===== config.mk =====
export PLATFORM = sky130hd
export DESIGN_NAME = axi_lite_master
export DESIGN_NICKNAME = d
export VERILOG_FILES = /design/src/rtl/axi_lite_pkg.sv /design/src/rtl/axi_lite_master.sv
export SDC_FILE = /design/constraint.sdc
export NUM_CORES = 1
export LEC_CHECK = 0
export CORE_MARGIN = 4
export CORE_UTILIZATION = 30
export CTS_BUF_LIST = sky130_fd_sc_hd__clkbuf_16
export DETAILED_ROUTE_END_ITERATION = 10
export DONT_BUFFER_PORTS = 1
export PLACE_DENSITY_LB_ADDON = 0.3
export SLEW_MARGIN = 20
export SYNTH_ARGS = -nofsm -noshare
export SYNTH_HDL_FRONTEND = slang
export SYNTH_SLANG_ARGS = --single-unit

===== constraint.sdc =====
create_clock -name aclk -period 4.9 [get_ports aclk]
set_clock_uncertainty 0.05 [all_clocks]
set_input_delay 0.735 -clock aclk [delete_from_list [all_inputs] [get_ports aclk]]
set_output_delay 0.735 -clock aclk [all_outputs]
set_load 0.01 [all_outputs]

===== src/rtl/axi_lite_pkg.sv =====
// Shared AXI4-Lite types: response codes and the master's FSM state.
package axi_lite_pkg;

  typedef enum logic [1:0] {
    OKAY   = 2'b00,
    EXOKAY = 2'b01,
    SLVERR = 2'b10,
    DECERR = 2'b11
  } resp_t;

  typedef enum logic [2:0] {
    IDLE,
    WR_REQ,
    WR_RESP,
    RD_REQ,
    RD_DATA,
    RSP
  } master_state_t;

endpackage


===== src/rtl/axi_lite_master.sv =====
// Single-outstanding AXI4-Lite master: turns valid/ready commands into AR/R or AW/W/B
// traffic and returns the completion on a registered valid/ready response port.
module axi_lite_master
  import axi_lite_pkg::*;
#(
  parameter int unsigned DATA_WIDTH = 32,
  parameter int unsigned ADDR_WIDTH = 32
) (
  input  logic                    aclk,
  input  logic                    aresetn,
  input  logic                    cmd_valid,
  output logic                    cmd_ready,
  input  logic                    cmd_write,
  input  logic [ADDR_WIDTH-1:0]   cmd_addr,
  input  logic [DATA_WIDTH-1:0]   cmd_wdata,
  input  logic [DATA_WIDTH/8-1:0] cmd_wstrb,
  output logic                    rsp_valid,
  input  logic                    rsp_ready,
  output logic                    rsp_write,
  output logic [DATA_WIDTH-1:0]   rsp_rdata,
  output logic [1:0]              rsp_resp,
  output logic [ADDR_WIDTH-1:0]   araddr,
  output logic                    arvalid,
  input  logic                    arready,
  input  logic [DATA_WIDTH-1:0]   rdata,
  input  logic [1:0]              rresp,
  input  logic                    rvalid,
  output logic                    rready,
  output logic [ADDR_WIDTH-1:0]   awaddr,
  output logic                    awvalid,
  input  logic                    awready,
  output logic [DATA_WIDTH-1:0]   wdata,
  output logic [DATA_WIDTH/8-1:0] wstrb,
  output logic                    wvalid,
  input  logic                    wready,
  input  logic [1:0]              bresp,
  input  logic                    bvalid,
  output logic                    bready
);

  master_state_t state;
  logic          aw_done;
  logic          w_done;
  logic          aw_hs;
  logic          w_hs;

  assign cmd_ready = (state == IDLE);
  assign aw_hs     = awvalid && awready;
  assign w_hs      = wvalid && wready;

  always_ff @(posedge aclk or negedge aresetn) begin
    if (!aresetn) begin
      state     <= IDLE;
      aw_done   <= 1'b0;
      w_done    <= 1'b0;
      araddr    <= '0;
      arvalid   <= 1'b0;
      rready    <= 1'b0;
      awaddr    <= '0;
      awvalid   <= 1'b0;
      wdata     <= '0;
      wstrb     <= '0;
      wvalid    <= 1'b0;
      bready    <= 1'b0;
      rsp_valid <= 1'b0;
      rsp_write <= 1'b0;
      rsp_rdata <= '0;
      rsp_resp  <= '0;
    end else begin
      case (state)
        IDLE: begin
          if (cmd_valid && cmd_ready) begin
            if (cmd_write) begin
              awaddr  <= cmd_addr;
              wdata   <= cmd_wdata;
              wstrb   <= cmd_wstrb;
              awvalid <= 1'b1;
              wvalid  <= 1'b1;
              state   <= WR_REQ;
            end else begin
              araddr  <= cmd_addr;
              arvalid <= 1'b1;
              state   <= RD_REQ;
            end
          end
        end
        WR_REQ: begin
          if (aw_hs) begin
            awvalid <= 1'b0;
            aw_done <= 1'b1;
          end
          if (w_hs) begin
            wvalid <= 1'b0;
            w_done <= 1'b1;
          end
          // The later flag clears override the sets above when both channels finish.
          if ((aw_done || aw_hs) && (w_done || w_hs)) begin
            aw_done <= 1'b0;
            w_done  <= 1'b0;
            bready  <= 1'b1;
            state   <= WR_RESP;
          end
        end
        WR_RESP: begin
          if (bvalid) begin
            bready    <= 1'b0;
            rsp_write <= 1'b1;
            rsp_rdata <= '0;
            rsp_resp  <= bresp;
            rsp_valid <= 1'b1;
            state     <= RSP;
          end
        end
        RD_REQ: begin
          if (arvalid && arready) begin
            arvalid <= 1'b0;
            rready  <= 1'b1;
            state   <= RD_DATA;
          end
        end
        RD_DATA: begin
          if (rvalid) begin
            rready    <= 1'b0;
            rsp_write <= 1'b0;
            rsp_rdata <= rdata;
            rsp_resp  <= rresp;
            rsp_valid <= 1'b1;
            state     <= RSP;
          end
        end
        RSP: begin
          if (rsp_ready) begin
            rsp_valid <= 1'b0;
            state     <= IDLE;
          end
        end
        default: state <= IDLE;
      endcase
    end
  end

endmodule


==> Yosys cells after proc, flatten, opt, wreduce, memory -nomap -nowiden <==
Cells that the tools add are included.
{ "totals": {"reg_bits": 146, "inputBits": 114, "output_inout_bits": 142, "word_cells": 99} }
{ "classes": {"eq_ne": 15, "mux": 39, "bitwise": 1, "reduce_logical": 28} }
{ "ops": {"columns": ["cell", "count"], "rows": [
  ["two-way mux 32 bit", 2],
  ["one-hot mux 32 bit (2 select lines)", 1],
  ["two-way mux 1 bit", 18],
  ["two-way mux 3 bit", 6],
  ["one-hot mux 3 bit (6 select lines)", 1],
  ["inequality test 2 bit (second input constant)", 8],
  ["AND reduction 4 bit", 4],
  ["AND reduction 3 bit", 5],
  ["nonzero test 2 bit", 7],
  ["one-hot mux 1 bit (2 select lines)", 6],
  ["== test 3 x 2 -> 1 bit (second input constant)", 2],
  ["== test 3 bit (second input constant)", 2],
  ["two-way mux 2 bit", 3],
  ["AND reduction 6 bit", 1],
  ["logical AND 1 bit", 5],
  ["inequality test 2 x 1 -> 1 bit (second input constant)", 2],
  ["one-hot mux 2 bit (2 select lines)", 1],
  ["AND reduction 2 bit", 2],
  ["== test 3 x 1 -> 1 bit (second input constant)", 1],
  ["zero test 3 bit", 1],
  ["one-hot mux 1 bit (3 select lines)", 1],
  ["nonzero test 3 bit", 1],
  ["logical OR 1 bit", 2],
  ["NOT 1 bit", 1]
]} }

==> Longest topological paths before layout <==
Gate-level depths: netlist (run 1).
{ "depth": {"depth_word": 5, "mapped_depth": 7, "depth_no_buf": 4} }

==> Worst setup path before layout (run 1) <==
Ideal clock, no wire load.
{ "synth_timing": {"kind": "input -> register", "startpoint": "input cmd_valid", "endpoint": "register awaddr[0]", "setup_time_ns": 0.125, "t_arrival_ns": 1.579, "t_required_ns": 4.725, "slack_ns": 3.146, "stages": 5, "n_path_buf": 3, "path_cell_list": "and3_1 -> buf_4 -> buf_12 -> buf_12 -> mux2_4"} }
{ "synth_via": {"elab_chain_cells": 2} }
{ "synth_lines": {"columns": ["item", "line_no", "text"], "rows": [
  ["start, declared", "axi_lite_master.sv:11", "input logic cmd_valid,"],
  ["logical AND 1 bit", "axi_lite_master.sv:72", "if (cmd_valid && cmd_ready) begin"],
  ["AND reduction 3 bit (no line)", null, null],
  ["end signal, assigned", "axi_lite_master.sv:74", "awaddr <= cmd_addr;"],
  ["end, declared", "axi_lite_master.sv:29", "output logic [ADDR_WIDTH-1:0] awaddr,"]
]} }
Every way passes these cells.
A chain may end at the register's enable or synchronous reset.

==> Worst setup path in the final report (run 1) <==
{ "layout_timing": {"startpoint": "register state[2]", "endpoint": "register wdata[27]"} }
{ "layout_via": {"elab_chain_cells": 3} }
{ "layout_lines": {"columns": ["item", "line_no", "text"], "rows": [
  ["start, declared", "axi_lite_master.sv:41", "master_state_t state;"],
  ["start signal, assigned", "axi_lite_master.sv:53", "state <= IDLE;"],
  ["start signal, assigned", "axi_lite_master.sv:79", "state <= WR_REQ;"],
  ["start signal, assigned", "axi_lite_master.sv:83", "state <= RD_REQ;"],
  ["zero test 3 bit *", "axi_lite_master.sv:47", "assign cmd_ready = (state == IDLE);"],
  ["net cmd_ready", "axi_lite_master.sv:12", "output logic cmd_ready,"],
  ["logical AND 1 bit", "axi_lite_master.sv:72", null],
  ["AND reduction 3 bit (no line) *", null, null],
  ["end signal, assigned", "axi_lite_master.sv:75", "wdata <= cmd_wdata;"],
  ["end, declared", "axi_lite_master.sv:32", "output logic [DATA_WIDTH-1:0] wdata,"]
]} }
The timed path passes the listed nets; every way through them passes the cells marked *.

==> results of run 1 <==
[power groups by stage]
stage	logic [mW]	clock network, mW	registers [mW]
global placement	0.872	0	2.49
CTS	0.944	1.35	2.49
floorplan	0.842	0	2.30
detailed placement	0.920	0	2.50
global route	1.04	1.40	2.54
finish	0.922	1.30	2.47
[per-layer routing]
metal	track usage (%)	part of all wire [%]	up-vias
met4	4.56	1.9	0
li1	-	-	1471
met1	14.0	40	1628
met3	7.47	12	18
met5	0	0	-
met2	19.2	46	187
[area by class of cell]
cell class	instances	area (um2)	share of cell area, %
flip-flops and latches	146	3650	56.6
multi-input cells	255	1850	28.6
clock buffers	17	425	6.59
well taps	234	293	4.54
clock inverters	15	166	2.58
repair buffers	5	57.6	0.892
inverters	3	11.3	0.174
[cell usage in the layout (no fill, tap or decap), types with 2 or more instances in the layout]
master	instances
nor2b_1	4
nand2_1	100
o21ai_0	6
clkinvlp_4	3
clkinv_1	3
a41oi_1	2
clkbuf_16	17
clkinv_2	4
nor4_1	2
buf_4	4
mux2_2	48
a21oi_1	8
and3b_1	3
bufinv_16	3
a22o_1	32
clkinv_4	2
nor2_1	8
dfrtp_1	146
inv_1	2
a31oi_1	2
mux2_4	20
nand2b_1	3
mux2i_1	2
[worst max-delay path by stage]
stage                           end  slack [ns]  cells past startpoint       from
after floorplan           awaddr[0]        3.15                      5  cmd_valid
after global placement    wdata[14]        2.35                      3   state[2]
after detailed placement  wdata[27]        2.28                      3   state[2]
after CTS                 wdata[27]        2.27                      3   state[2]
after global routing      wdata[27]        2.16                      3   state[2]
final                     wdata[27]        2.33                      3   state[2]
[logic make-up after synthesis]
family	after synthesis	synth area share [%]
compound gates	57	7.66
simple gates	128	9.49
flops	146	64.3
buf+inv	28	3.46
mux	70	15.1
[through the flow]
| step | hold slack, ns | util, % | power [mW] |
|---|---|---|---|
| finish | 0.273 | 34.6 | 4.69 |
| global route | 0.324 | 34.6 | 4.98 |
| CTS | 0.302 | 34.6 | 4.78 |
| detailed placement | 0.393 | 31.3 | 3.42 |
| global placement | 0.393 | 31.3 | 3.37 |
| floorplan | 0.389 | - | 3.15 |
[registers in the layout, indices dropped and copies added (netlist names)]
name	count
araddr	32
arvalid	1
aw_done	1
awaddr	32
awvalid	1
bready	1
rready	1
rsp_rdata	32
rsp_resp	2
rsp_valid	1
rsp_write	1
state	3
w_done	1
wdata	32
wstrb	4
wvalid	1
==> flow_summary.html, run 1 <==
<table>
<tr><th>Metric</th><th>Value</th></tr>
<tr><th colspan="2">STA</th></tr>
<tr><td>Number of setup violations in the final report</td><td>0</td></tr>
<tr><td>Setup repair after global routing missed its margin</td><td>no</td></tr>
<tr><td>Clock period minus final worst setup slack</td><td>2.57 ns</td></tr>
<tr><td>Fmax</td><td>388 MHz</td></tr>
<tr><td>Share of the clock period used by the worst path after layout</td><td>52.5%</td></tr>
<tr><td>Accumulated negative setup slack</td><td>0 ns</td></tr>
<tr><td>Worst setup margin</td><td>2.33 ns</td></tr>
<tr><td>Slew margin rel.</td><td>29.6%</td></tr>
<tr><td>Final number of hold-violating endpoints</td><td>0</td></tr>
<tr><td>Actual transition at the worst max-transition pin</td><td>1.06 ns</td></tr>
<tr><td>Final slew viol count</td><td>0</td></tr>
<tr><th colspan="2">Routing</th></tr>
<tr><td>Drt drc</td><td>0</td></tr>
<tr><td>Initial DRC Count</td><td>133</td></tr>
<tr><td>Routed WL</td><td>13200 um</td></tr>
<tr><td>Count of antenna-violating nets left after detailed routing</td><td>0</td></tr>
<tr><td>DR vias/cell</td><td>4.89</td></tr>
<tr><td>Pre-Repair DR Iteration Count</td><td>4</td></tr>
<tr><td>Routed wire length per instance</td><td>19.6 um</td></tr>
<tr><td>Vias</td><td>3304</td></tr>
<tr><th colspan="2">CTS</th></tr>
<tr><td>Worst-path clk slew</td><td>0.06 ns</td></tr>
<tr><td>Max Root-Sink Buffers</td><td>2</td></tr>
<tr><td>Gates resized, CTS repair</td><td>0</td></tr>
<tr><td>Post-CTS setup repair buffer count</td><td>0</td></tr>
<tr><td>Count of H-tree levels built during CTS</td><td>4</td></tr>
<tr><td>Root Driver</td><td>clkbuf_16</td></tr>
<tr><td>Number of buffers created by CTS</td><td>17</td></tr>
<tr><td>Worst-Skew Late Latency</td><td>0.40 ns</td></tr>
<tr><td>CTS tree</td><td>yes</td></tr>
<tr><td># hold bufs at CTS</td><td>1</td></tr>
<tr><td>Number of sinks on the clock net</td><td>146</td></tr>
<tr><th colspan="2">Worst setup path</th></tr>
<tr><td>Number of buffers and inverters on the critical path</td><td>0</td></tr>
<tr><td>Reg2Reg Depth</td><td>3</td></tr>
<tr><td>Startpoint-to-endpoint class of the critical path</td><td>reg -&gt; reg</td></tr>
<tr><td>Family with the most delay on the worst path</td><td>simple AND/OR/NAND/NOR gates</td></tr>
<tr><td>Arr. time, crit path</td><td>2.81 ns</td></tr>
<tr><td>Critical Path End Type</td><td>flop</td></tr>
<tr><td>Maximum cell stage delay along the critical path</td><td>0.94 ns</td></tr>
<tr><td>End of the worst register-to-register path</td><td>wdata[27]</td></tr>
<tr><td>Critical path cell sequence</td><td>nor3_2 -&gt; and3_4 -&gt; mux2_2</td></tr>
<tr><td>CP max stage cell</td><td>and3_4</td></tr>
<tr><td>Worst Setup Start Kind</td><td>flop</td></tr>
<tr><td>Critical R2R Launch</td><td>state[2]</td></tr>
<tr><td>Worst-path maximum fanout</td><td>68</td></tr>
<tr><td>Data required time of the worst path</td><td>5.14 ns</td></tr>
<tr><td>Worst reg-to-reg setup slack</td><td>2.33 ns</td></tr>
<tr><th colspan="2">Pwr</th></tr>
<tr><td>Net switching fraction of the power</td><td>34.3%</td></tr>
<tr><td>Power per cell area</td><td>726 nW/um2</td></tr>
<tr><td>Switching power</td><td>1.61 mW</td></tr>
<tr><td>Internal portion of total power</td><td>3.08 mW</td></tr>
<tr><td>Static leakage</td><td>2.97 nW</td></tr>
<tr><td>Clk network pwr share</td><td>27.7%</td></tr>
<tr><td>VDD IR-drop max</td><td>0.204 mV</td></tr>
<tr><td>Part of the power in registers</td><td>52.6%</td></tr>
<tr><td>Combinational share of power</td><td>19.7%</td></tr>
<tr><th colspan="2">Floorplan</th></tr>
<tr><td>Count of boundary I/O pins</td><td>256</td></tr>
<tr><td>Area of the placeable core</td><td>18600 um2</td></tr>
<tr><td>Y dimension of the die</td><td>146 um</td></tr>
<tr><td>Area of the die</td><td>21200 um2</td></tr>
<tr><td>Die span in x</td><td>146 um</td></tr>
<tr><td>Initial core utilization</td><td>30.5%</td></tr>
<tr><td>Placement row count</td><td>50</td></tr>
<tr><th colspan="2">GRT</th></tr>
<tr><td>Total congestion overflow</td><td>0</td></tr>
<tr><td>Global-route wire length before repair</td><td>20500 um</td></tr>
<tr><td>Overall routing resource usage</td><td>12.4%</td></tr>
<tr><td>Largest net degree at the start of global routing</td><td>147</td></tr>
<tr><td>Antenna violations before repair</td><td>0</td></tr>
<tr><td>Number of global-route vias before repair</td><td>3522</td></tr>
<tr><th colspan="2">Logic synthesis</th></tr>
<tr><td>Register bit total from synthesis</td><td>146</td></tr>
<tr><td>Share of the yosys chip area belonging to registers</td><td>64.3%</td></tr>
<tr><td>Cell taking the most area after synthesis</td><td>dfrtp_1</td></tr>
<tr><td>Flip-flop cell with the highest count after synthesis</td><td>dfrtp_1</td></tr>
<tr><td>Cell variety after synth</td><td>34</td></tr>
<tr><td>Synthesized net count</td><td>543</td></tr>
<tr><td>Area share of the largest cell type after synthesis</td><td>64.3%</td></tr>
<tr><td>Synth Instances</td><td>429</td></tr>
<tr><td>Post-synthesis average cell area</td><td>13.3 um2</td></tr>
<tr><td>Ys async rst share</td><td>100%</td></tr>
<tr><td>Count of yosys warnings during synthesis</td><td>0</td></tr>
<tr><td>Count leader, synth</td><td>dfrtp_1</td></tr>
<tr><td>Count of flip-flops with a built-in enable after synthesis</td><td>0</td></tr>
<tr><td>Cells taking the most area after synthesis</td><td>dfrtp_1 (64%), mux2_2 (9.5%), nand2_1 (6.6%), mux2_4 (5.3%), a22o_1 (4.9%)</td></tr>
<tr><td>Top cells by instance count after synthesis</td><td>dfrtp_1 (146), nand2_1 (100), mux2_2 (48)</td></tr>
<tr><td>Mapped Area</td><td>5690 um2</td></tr>
<tr><th colspan="2">Placement</th></tr>
<tr><td>Setup Slack @ Placement</td><td>2.28 ns</td></tr>
<tr><td>Number of cells in the design after placement</td><td>642</td></tr>
<tr><td>Post-Place Cell Area</td><td>5830 um2</td></tr>
<tr><td>Total of buffers placed on input and output ports</td><td>0</td></tr>
<tr><td>Global placer's final weighted congestion</td><td>0.760</td></tr>
<tr><td>HPWL Detailed</td><td>9230 um</td></tr>
<tr><th colspan="2">Job</th></tr>
<tr><td>Maximum capacitance violations</td><td>0</td></tr>
<tr><th colspan="2">Layout</th></tr>
<tr><td>Post-route cell area</td><td>6450 um2</td></tr>
<tr><td>Total number of nets in the final design</td><td>542</td></tr>
<tr><td>Number of standard cells in the final layout excluding fillers</td><td>675</td></tr>
<tr><td>Layout cell share with drive strength beyond 1</td><td>24.5%</td></tr>
<tr><td>Number of fillers in the final layout</td><td>1826</td></tr>
<tr><td>Relative area change from synthesis to final layout</td><td>13.5%</td></tr>
<tr><td>Number of antenna cells inserted</td><td>0</td></tr>
<tr><th colspan="2">Outcome</th></tr>
<tr><td>Result of the run</td><td>finished clean</td></tr>
<tr><th colspan="2">Hold path</th></tr>
<tr><td>HP Class</td><td>in -&gt; async</td></tr>
</table>
No activity file was read; power rests on OpenSTA's default activity.
==> run 2, diff against run 1 <==
==> constraint.sdc (replaced) <==
create_clock -name aclk -period 2.4 [get_ports aclk]
set_clock_uncertainty 0.05 [all_clocks]
set_input_delay 0.36 -clock aclk [delete_from_list [all_inputs] [get_ports aclk]]
set_output_delay 0.36 -clock aclk [all_outputs]
set_load 0.01 [all_outputs]
==> flow_summary.html, run 2 (synthesis gave the netlist of run 1 again) <==
<table>
<tr><th>Metric</th><th>Value</th></tr>
<tr><th colspan="2">GRT</th></tr>
<tr><td>Overall routing resource usage</td><td>12.8% (+0.44 points)</td></tr>
<tr><td>Global-route wire length before repair</td><td>21200 um (+3.4%)</td></tr>
<tr><td>Largest net degree at the start of global routing</td><td>147 (unchanged)</td></tr>
<tr><td>Total congestion overflow</td><td>0 (unchanged)</td></tr>
<tr><td>Number of global-route vias before repair</td><td>3531 (+0.26%)</td></tr>
<tr><td>Antenna violations before repair</td><td>0 (unchanged)</td></tr>
<tr><th colspan="2">STA</th></tr>
<tr><td>Setup repair after global routing missed its margin</td><td>no</td></tr>
<tr><td>Final slew viol count</td><td>0 (unchanged)</td></tr>
<tr><td>Number of setup violations in the final report</td><td>0 (unchanged)</td></tr>
<tr><td>Clock period minus final worst setup slack</td><td>1.86 ns (-0.717 ns)</td></tr>
<tr><td>Actual transition at the worst max-transition pin</td><td>0.590 ns (-0.466 ns)</td></tr>
<tr><td>Share of the clock period used by the worst path after layout</td><td>77.4% (+25 points)</td></tr>
<tr><td>Final number of hold-violating endpoints</td><td>146 (+146)</td></tr>
<tr><td>Slew margin rel.</td><td>60.3% (+31 points)</td></tr>
<tr><td>Hold_ws</td><td>-0.408 ns (-0.680 ns)</td></tr>
<tr><td>Fmax</td><td>538 MHz (+39%)</td></tr>
<tr><td>Accumulated negative setup slack</td><td>0 ns (unchanged)</td></tr>
<tr><th colspan="2">Layout</th></tr>
<tr><td>Total number of nets in the final design</td><td>580 (+7.0%)</td></tr>
<tr><td>Relative area change from synthesis to final layout</td><td>19.7%</td></tr>
<tr><td>Number of antenna cells inserted</td><td>0 (unchanged)</td></tr>
<tr><td>Most common cell after layout, fill and taps aside</td><td>dfrtp_1</td></tr>
<tr><td>Number of fillers in the final layout</td><td>1783 (-2.4%)</td></tr>
<tr><td>Layout cell share with drive strength beyond 1</td><td>22.2% (-2.3 points)</td></tr>
<tr><td>Post-route cell area</td><td>6800 um2 (+5.4%)</td></tr>
<tr><td>Top library cells by usage in the layout, fill and taps aside</td><td>dfrtp_1 (146), nand2_1 (100), mux2_2 (48), dlygate4sd3_1 (35), a22o_1 (32)</td></tr>
<tr><th colspan="2">Outcome</th></tr>
<tr><td>Violations in the final reports</td><td>negative hold slack</td></tr>
<tr><td>Result of the run</td><td>complete, but fails checks</td></tr>
<tr><th colspan="2">CTS</th></tr>
<tr><td>Max Root-Sink Buffers</td><td>2 (unchanged)</td></tr>
<tr><td>Worst-Skew Late Latency</td><td>0.41 ns (about the same)</td></tr>
<tr><td># hold bufs at CTS</td><td>35 (+34)</td></tr>
<tr><td>Gates resized, CTS repair</td><td>0 (unchanged)</td></tr>
<tr><td>CTS tree</td><td>yes</td></tr>
<tr><td>Root Driver</td><td>clkbuf_16</td></tr>
<tr><td>Post-CTS setup repair buffer count</td><td>0 (unchanged)</td></tr>
<tr><td>Worst-path clk slew</td><td>0.06 ns (about the same)</td></tr>
<tr><td>Count of H-tree levels built during CTS</td><td>4 (unchanged)</td></tr>
<tr><td>Number of buffers created by CTS</td><td>17 (unchanged)</td></tr>
<tr><td>Number of sinks on the clock net</td><td>146 (unchanged)</td></tr>
<tr><th colspan="2">Worst setup path</th></tr>
<tr><td>Worst Setup Start Kind</td><td>flop</td></tr>
<tr><td>Data required time of the worst path</td><td>2.64 ns (-2.50 ns)</td></tr>
<tr><td>Arr. time, crit path</td><td>2.10 ns (-0.71 ns)</td></tr>
<tr><td>Worst-path maximum fanout</td><td>44 (-35%)</td></tr>
<tr><td>Startpoint-to-endpoint class of the critical path</td><td>reg -&gt; reg</td></tr>
<tr><td>Critical Path End Type</td><td>flop</td></tr>
<tr><th colspan="2">Floorplan</th></tr>
<tr><td>Placement row count</td><td>50 (unchanged)</td></tr>
<tr><td>Area of the die</td><td>21200 um2 (unchanged)</td></tr>
<tr><td>Count of boundary I/O pins</td><td>256 (unchanged)</td></tr>
<tr><td>Y dimension of the die</td><td>146 um (unchanged)</td></tr>
<tr><td>Die span in x</td><td>146 um (unchanged)</td></tr>
<tr><td>Area of the placeable core</td><td>18600 um2 (unchanged)</td></tr>
<tr><td>Initial core utilization</td><td>30.5% (unchanged)</td></tr>
<tr><th colspan="2">Placement</th></tr>
<tr><td>Global placer's final weighted congestion</td><td>0.741 (-2.5%)</td></tr>
<tr><td>Total of buffers placed on input and output ports</td><td>0 (unchanged)</td></tr>
<tr><td>Post-Place Cell Area</td><td>5880 um2 (+0.73%)</td></tr>
<tr><td>HPWL Detailed</td><td>9430 um (+2.1%)</td></tr>
<tr><th colspan="2">Hold path</th></tr>
<tr><td>HP Class</td><td>in -&gt; async</td></tr>
<tr><th colspan="2">Routing</th></tr>
<tr><td>Drt drc</td><td>0 (unchanged)</td></tr>
<tr><td>Vias</td><td>3454 (+4.5%)</td></tr>
<tr><td>Initial DRC Count</td><td>195 (+47%)</td></tr>
<tr><td>Pre-Repair DR Iteration Count</td><td>5 (+1)</td></tr>
<tr><td>Count of antenna-violating nets left after detailed routing</td><td>0 (unchanged)</td></tr>
<tr><td>Routed wire length per instance</td><td>19.2 um (-2.2%)</td></tr>
<tr><td>DR vias/cell</td><td>4.85 (-0.89%)</td></tr>
<tr><td>Routed WL</td><td>13700 um (+3.1%)</td></tr>
<tr><th colspan="2">Pwr</th></tr>
<tr><td>VDD IR-drop max</td><td>0.413 mV (+100%)</td></tr>
<tr><td>Static leakage</td><td>3.13 nW (+5.3%)</td></tr>
<tr><td>Power per cell area</td><td>1410 nW/um2 (+94%)</td></tr>
<tr><th colspan="2">Job</th></tr>
<tr><td>Maximum capacitance violations</td><td>0 (unchanged)</td></tr>
</table>
-- run 2: power breakdown --
group / total (mW) / switching, mW / leakage [nW] / internal [mW]
clock: 2.60 / 0.995 / 0.285 / 1.61
sequential: 5.05 / 1.46 / 1.81 / 3.59
combinational: 1.93 / 0.791 / 1.03 / 1.13
-- run 2: layer usage --
| layer | routed length (um) | vias to the layer above | track usage [%] |
|---|---|---|---|
| met3 | 1520 | 9 | 6.76 |
| met5 | 0 | - | 0 |
| li1 | - | 1551 | - |
| met4 | 163 | 0 | 4.32 |
| met1 | 5510 | 1710 | 15.3 |
| met2 | 6460 | 184 | 19.9 |
-- run 2: critical path, stage by stage (launching register included) --
cell     delay, ns
dfrtp_1       0.50
nor3_2        0.25
and3_4        0.23
buf_12        0.28
mux2_2        0.38
-- run 2: final timing paths --
kind	cells after the start	startpoint	slack (ns)	to
max in group asynchronous	0	aresetn	2.54	rsp_rdata[23]
worst max register to register	4	state[2]	0.54	awaddr[18]
worst min-delay path	0	aresetn	-0.41	awaddr[12]
worst min register to register	2	aw_done	0.47	aw_done
worst max-delay path	4	state[2]	0.54	awaddr[18]
min in group aclk	1	rdata[16]	0.03	rsp_rdata[16]
-- run 2: area by class of cell --
class	instances	area (um2)	share of cell area, %
tap	234	293	4.30
inverter	3	11.3	0.166
sequential	146	3650	53.7
clock buffer	17	425	6.25
timing repair buffer	43	423	6.22
clock inverter	14	150	2.21
multi-input combinational	255	1850	27.1
-- run 2: stage by stage --
stage / hold slack [ns] / setup slack, ns / total power [mW] / util (%) / cells
after floorplan: 0.0144 / 0.675 / 6.42 / - / 429
after global routing: -0.439 / 0.440 / 10.2 / 36.5 / 712
final: -0.408 / 0.542 / 9.58 / 36.5 / 712
after detailed placement: 0.0177 / 0.549 / 7.01 / 31.5 / 646
after CTS: -0.436 / 0.544 / 9.74 / 36.5 / 712
after global placement: 0.0179 / 0.601 / 6.90 / 31.5 / 646
